$ cat src/rtl/key_writer.sv
// Password enrollment controller: captures four digits while the lock is open,
// then writes them as an atomic burst into consecutive register-file slots.
module key_writer #(
  parameter logic [4:0]  BASE_ADDR = 5'd8,
  parameter int unsigned TIMEOUT   = 1000
) (
  input  logic        clk,
  input  logic        rst,
  input  logic        unlock,
  input  logic        enroll_req,
  input  logic [3:0]  digit,
  input  logic        digit_valid,
  output logic        reg_we,
  output logic [4:0]  reg_waddr,
  output logic [31:0] reg_wdata,
  output logic        busy,
  output logic        done,
  output logic        error
);

  localparam int unsigned TW = (TIMEOUT < 2) ? 1 : $clog2(TIMEOUT + 1);

  typedef enum logic [2:0] {
    IDLE    = 3'd0,
    CAPTURE = 3'd1,
    WRITE   = 3'd2,
    DONE    = 3'd3,
    ERR     = 3'd4
  } state_t;

  state_t            state_q, state_d;
  logic [1:0]        cnt_q, cnt_d;
  logic [1:0]        idx_q, idx_d;
  logic [TW-1:0]     tcnt_q, tcnt_d;
  logic [3:0][3:0]   buf_q, buf_d;

  logic              we_d;
  logic [4:0]        waddr_d;
  logic [31:0]       wdata_d;
  logic              busy_d;
  logic              done_d;
  logic              error_d;

  // State, counters and digit buffer
  always_ff @(posedge clk or posedge rst) begin
    if (rst) begin
      state_q <= IDLE;
      cnt_q   <= 2'd0;
      idx_q   <= 2'd0;
      tcnt_q  <= '0;
      buf_q   <= '0;
    end else begin
      state_q <= state_d;
      cnt_q   <= cnt_d;
      idx_q   <= idx_d;
      tcnt_q  <= tcnt_d;
      buf_q   <= buf_d;
    end
  end

  // Next-state logic; outputs are decoded from the next state so they line up
  // with the state they describe once registered.
  always_comb begin
    state_d = state_q;
    cnt_d   = cnt_q;
    idx_d   = idx_q;
    tcnt_d  = tcnt_q;
    buf_d   = buf_q;

    case (state_q)
      IDLE: begin
        if (enroll_req) begin
          if (unlock) begin
            state_d = CAPTURE;
            cnt_d   = 2'd0;
            tcnt_d  = '0;
          end else begin
            state_d = ERR;
          end
        end
      end

      CAPTURE: begin
        // Losing the unlock beats a digit arriving in the same cycle.
        if (!unlock) begin
          state_d = ERR;
          buf_d   = '0;
          cnt_d   = 2'd0;
          tcnt_d  = '0;
        end else if (digit_valid) begin
          buf_d[cnt_q] = digit;
          cnt_d        = cnt_q + 2'd1;
          tcnt_d       = '0;
          if (cnt_q == 2'd3) begin
            state_d = WRITE;
            idx_d   = 2'd0;
          end
        end else if ((32'(tcnt_q) + 32'd1) >= TIMEOUT) begin
          state_d = ERR;
          buf_d   = '0;
          cnt_d   = 2'd0;
          tcnt_d  = '0;
        end else begin
          tcnt_d = tcnt_q + TW'(1);
        end
      end

      WRITE: begin
        if (idx_q == 2'd3) begin
          state_d = DONE;
          idx_d   = 2'd0;
        end else begin
          idx_d = idx_q + 2'd1;
        end
      end

      DONE: begin
        state_d = IDLE;
        buf_d   = '0;
      end

      ERR: begin
        state_d = IDLE;
      end

      default: begin
        state_d = IDLE;
      end
    endcase
  end

  // Output decode from the upcoming state
  always_comb begin
    we_d    = (state_d == WRITE);
    waddr_d = 5'd0;
    wdata_d = 32'd0;
    if (we_d) begin
      waddr_d = BASE_ADDR + {3'b000, idx_d};
      wdata_d = {28'd0, buf_d[idx_d]};
    end
    busy_d  = (state_d != IDLE);
    done_d  = (state_d == DONE);
    error_d = (state_d == ERR);
  end

  always_ff @(posedge clk or posedge rst) begin
    if (rst) begin
      reg_we    <= 1'b0;
      reg_waddr <= 5'd0;
      reg_wdata <= 32'd0;
      busy      <= 1'b0;
      done      <= 1'b0;
      error     <= 1'b0;
    end else begin
      reg_we    <= we_d;
      reg_waddr <= waddr_d;
      reg_wdata <= wdata_d;
      busy      <= busy_d;
      done      <= done_d;
      error     <= error_d;
    end
  end

endmodule

$ cat config.mk
export PLATFORM = sky130hd
export DESIGN_NAME = key_writer
export DESIGN_NICKNAME = d
export VERILOG_FILES = /design/src/rtl/key_writer.sv
export SDC_FILE = /design/constraint.sdc
export NUM_CORES = 1
export LEC_CHECK = 0
export CAP_MARGIN = 5
export CELL_PAD_IN_SITES_DETAIL_PLACEMENT = 0
export CELL_PAD_IN_SITES_GLOBAL_PLACEMENT = 1
export CORE_ASPECT_RATIO = 2
export CORE_UTILIZATION = 50
export CTS_BUF_LIST = sky130_fd_sc_hd__clkbuf_2 sky130_fd_sc_hd__clkbuf_4 sky130_fd_sc_hd__clkbuf_8
export DETAILED_ROUTE_END_ITERATION = 6
export DONT_BUFFER_PORTS = 1
export HOLD_SLACK_MARGIN = 0.05
export PLACE_DENSITY_LB_ADDON = 0.05
export SYNTH_ARGS = -nofsm -noshare
export SYNTH_HDL_FRONTEND = slang
export SYNTH_SLANG_ARGS = --single-unit
$ cat constraint.sdc
create_clock -name clk -period 3.3 [get_ports clk]
set_clock_uncertainty 0.2 [all_clocks]
set_input_delay 0.66 -clock clk [delete_from_list [all_inputs] [get_ports clk]]
set_output_delay 0.66 -clock clk [all_outputs]
set_load 0.01 [all_outputs]
==> flow_summary_export.csv <==
group,metric,value,unit
sta,worst_slack,0.571,ns
clock_tree,h-tree-depth,2,
pwr,internal-power,891,uW
global_route,grt_remaining_overflow,0,
sta,period_share,0.827,
die,placementRows,36,
global_route,grt_pass1_wl,9670,um
sta,setup_viol,0,
hold_path,hold_class,"input port to async pin",
setup_path,cp.required,3.27,ns
layout,final_common_cell,"dfrtp_1",
setup_path,r2r_cells,8,
global_route,track_usage,0.256,
setup_path,start_kind,"flop",
setup_path,endpoint_kind,"flop",
clock_tree,ctsHoldBuffers,0,
layout,drive_gt1_frac,0.116,
yosys,synth_warnings,0,
sta,slew_violations,0,
clock_tree,root_buffer,"clkbuf_8",
layout,n_antenna_cell,0,
clock_tree,cts_resized,0,
die,floorplan.initialDensity,0.522,
setup_path,reg2reg_slack,0.57,ns
yosys,synth_top_area_frac,0.423,
pwr,switching_share,0.296,
setup_path,worstPathMaxFanout,10,
routing,viasPerCell,5.83,
setup_path,reg2reg_to,"reg_wdata[1]",
yosys,yosysTopAreaCell,"dfrtp_1",
setup_path,r2r-start,"cnt_q[0]",
clock_tree,postCtsSetupRepairBufs,0,
layout,syn_to_final_growth,2.51,%
routing,num_vias,1894,
setup_path,cp.arrival,2.70,ns
routing,drc,0,
yosys,synthTopCellsByArea,"dfrtp_1, buf_4, o21ai_0",
global_route,grt_max_degree,28,
pwr,seqPwrFrac,0.496,
place,place.port_buffers,0,
layout,fin_nets,283,
pwr,power_frac_comb,0.175,
yosys,mappedNetlistArea,2540,um^2
routing,first_pass_iters,4,
global_route,grt_pass1_vias,1954,
sta,period_needed,2.73,ns
clock_tree,clkLatencyLatePin,0.31,ns
place,place_ws,0.565,ns
global_route,antenna_found_initial,0,
yosys,postSynthCellCount,263,
routing,drtIter0Drc,59,
pwr,switchingPower,375,uW
layout,final_cell_mix,"dfrtp_1, conb_1, nand2_1, o21ai_0, nand3_1",
sta,slew_headroom,0.345,
yosys,yosysSeqAreaShare,0.423,
pwr,ir_drop,0.489,mV
yosys,ys_ff_latch,43,
die,die-area,5390,um^2
routing,ant_nets,0,
status,status,"finished clean",
yosys,async_flop_share,1.00,
pwr,p_per_area,486,nW/um^2
routing,wl,6070,um
die,die_w,52.4,um
run,maxCapViolCount,0,
setup_path,crit_type,"flop to flop",
die,die_y,103,um
yosys,synth_edf_count,0,
clock_tree,clk_pin_slew,0.08,ns
pwr,p_leak,0.00123,uW
pwr,p_clk_frac,0.329,
clock_tree,numCtsBuffers,5,
routing,wl_per_cell,18.7,um
die,core_area,4860,um^2
die,ios,50,
yosys,netlist-cell-type-count,57,
sta,worst_slew_pin_slew,0.977,ns
place,globalplace.congestion,0.839,
sta,grt_setup_unrepaired,"no",
clock_tree,clk_path_buf_depth,2,
clock_tree,cts_tree,"yes",
sta,hold_viol,0,
place,hpwl,4650,um
sta,clock.fmax,366,MHz
clock_tree,cts_num_sinks,43,
sta,final.setup.tns,0,ns
yosys,avgSynthCellArea,9.66,um^2
yosys,synth_flop_cell,"dfrtp_1",
==> state kept, by name, summed over array words and instances (netlist names), 2 cells and up <==
name       count
reg_wdata      4
buf_q         16
reg_waddr      3
state_q        3
cnt_q          2
idx_q          2
tcnt_q        10
==> worst max-delay path, stage by stage, from the launching register on <==
cell and delay, ns:
dfrtp_1 0.43, ha_1 0.20, nand4_1 0.13, mux2_2 0.28, or2_4 0.26, a21oi_2 0.32, inv_2 0.20, a221oi_1 0.40
o32ai_1 0.18
==> stage by stage <==
| stage | instance area, um^2 | hold WS (ns) | instances | total power, uW | utilization |
|---|---|---|---|---|---|
| CTS | 2610 | 0.173 | 325 | 1280 | 0.535 |
| global route | 2610 | 0.189 | 325 | 1340 | 0.535 |
| detailed placement | 2500 | 0.282 | 318 | 860 | 0.514 |
| floorplan | 2650 | 0.260 | 292 | 825 | - |
| finish | 2610 | 0.137 | 325 | 1270 | 0.535 |
| global placement | 2500 | 0.277 | 318 | 856 | 0.514 |
==> Yosys cell counts, drive strengths merged (3+ instances only) <==
library cell / number
or2: 4
dfrtp: 43
nand2: 24
ha: 6
mux2: 3
a32o: 3
inv: 12
and2: 3
nor2: 10
xor2: 3
a21oi: 9
a2111oi: 4
o211ai: 3
a22o: 8
a221oi: 4
or3: 4
buf: 37
o21ai: 24
nor3: 5
a32oi: 6
and3: 3
nand3: 17
a21o: 4
==> how the worst max path moves through the flow <==
stage / startpoint / to / slack, ns / cells after the start
after floorplan: digit_valid / reg_wdata[2] / 0.70 / 8
after global placement: unlock / reg_wdata[1] / 0.56 / 7
after detailed placement: unlock / reg_wdata[1] / 0.56 / 7
after CTS: cnt_q[0] / reg_wdata[1] / 0.59 / 8
after global routing: tcnt_q[0] / reg_wdata[2] / 0.46 / 9
final: cnt_q[0] / reg_wdata[1] / 0.57 / 8
==> final cells by class <==
| type | count | area, um^2 |
|---|---|---|
| Clock buffer | 6 | 76.3 |
| Clock inverter | 1 | 30.0 |
| Sequential cell | 43 | 1080 |
| Tap cell | 57 | 71.3 |
| Inverter | 12 | 45.0 |
| Multi-Input combinational cell | 199 | 1250 |
| Fill cell | 478 | 2260 |
| Timing Repair Buffer | 7 | 52.6 |
==> power groups by stage <==
stage / logic, uW / registers, uW / clock network, uW
after floorplan: 201 / 625 / 0
after global placement: 220 / 636 / 0
after detailed placement: 221 / 639 / 0
after CTS: 223 / 628 / 427
after global routing: 251 / 636 / 452
final: 221 / 628 / 417
==> kinds of logic (layout without fill, tap and decap cells) <==
family          Yosys count  after routing  synth area share
flops                    43             43             0.423
buf+inv                  50             26             0.126
mux                       5              5            0.0212
other cells               1             30           0.00148
compound gates           74             74             0.221
simple gates             79             79             0.160
xor+xnor                  5              5            0.0172
fa+ha+maj                 6              6            0.0295
==> per-layer routing <==
| metal | global-route usage | routed length, um | vias up |
|---|---|---|---|
| li1 | - | - | 900 |
| met1 | 0.256 | 2230 | 925 |
| met2 | 0.455 | 3360 | 49 |
| met3 | 0.0457 | 186 | 20 |
| met4 | 0.180 | 291 | 0 |
| met5 | 0 | 0 | - |
(Power assumes the default switching activity.)
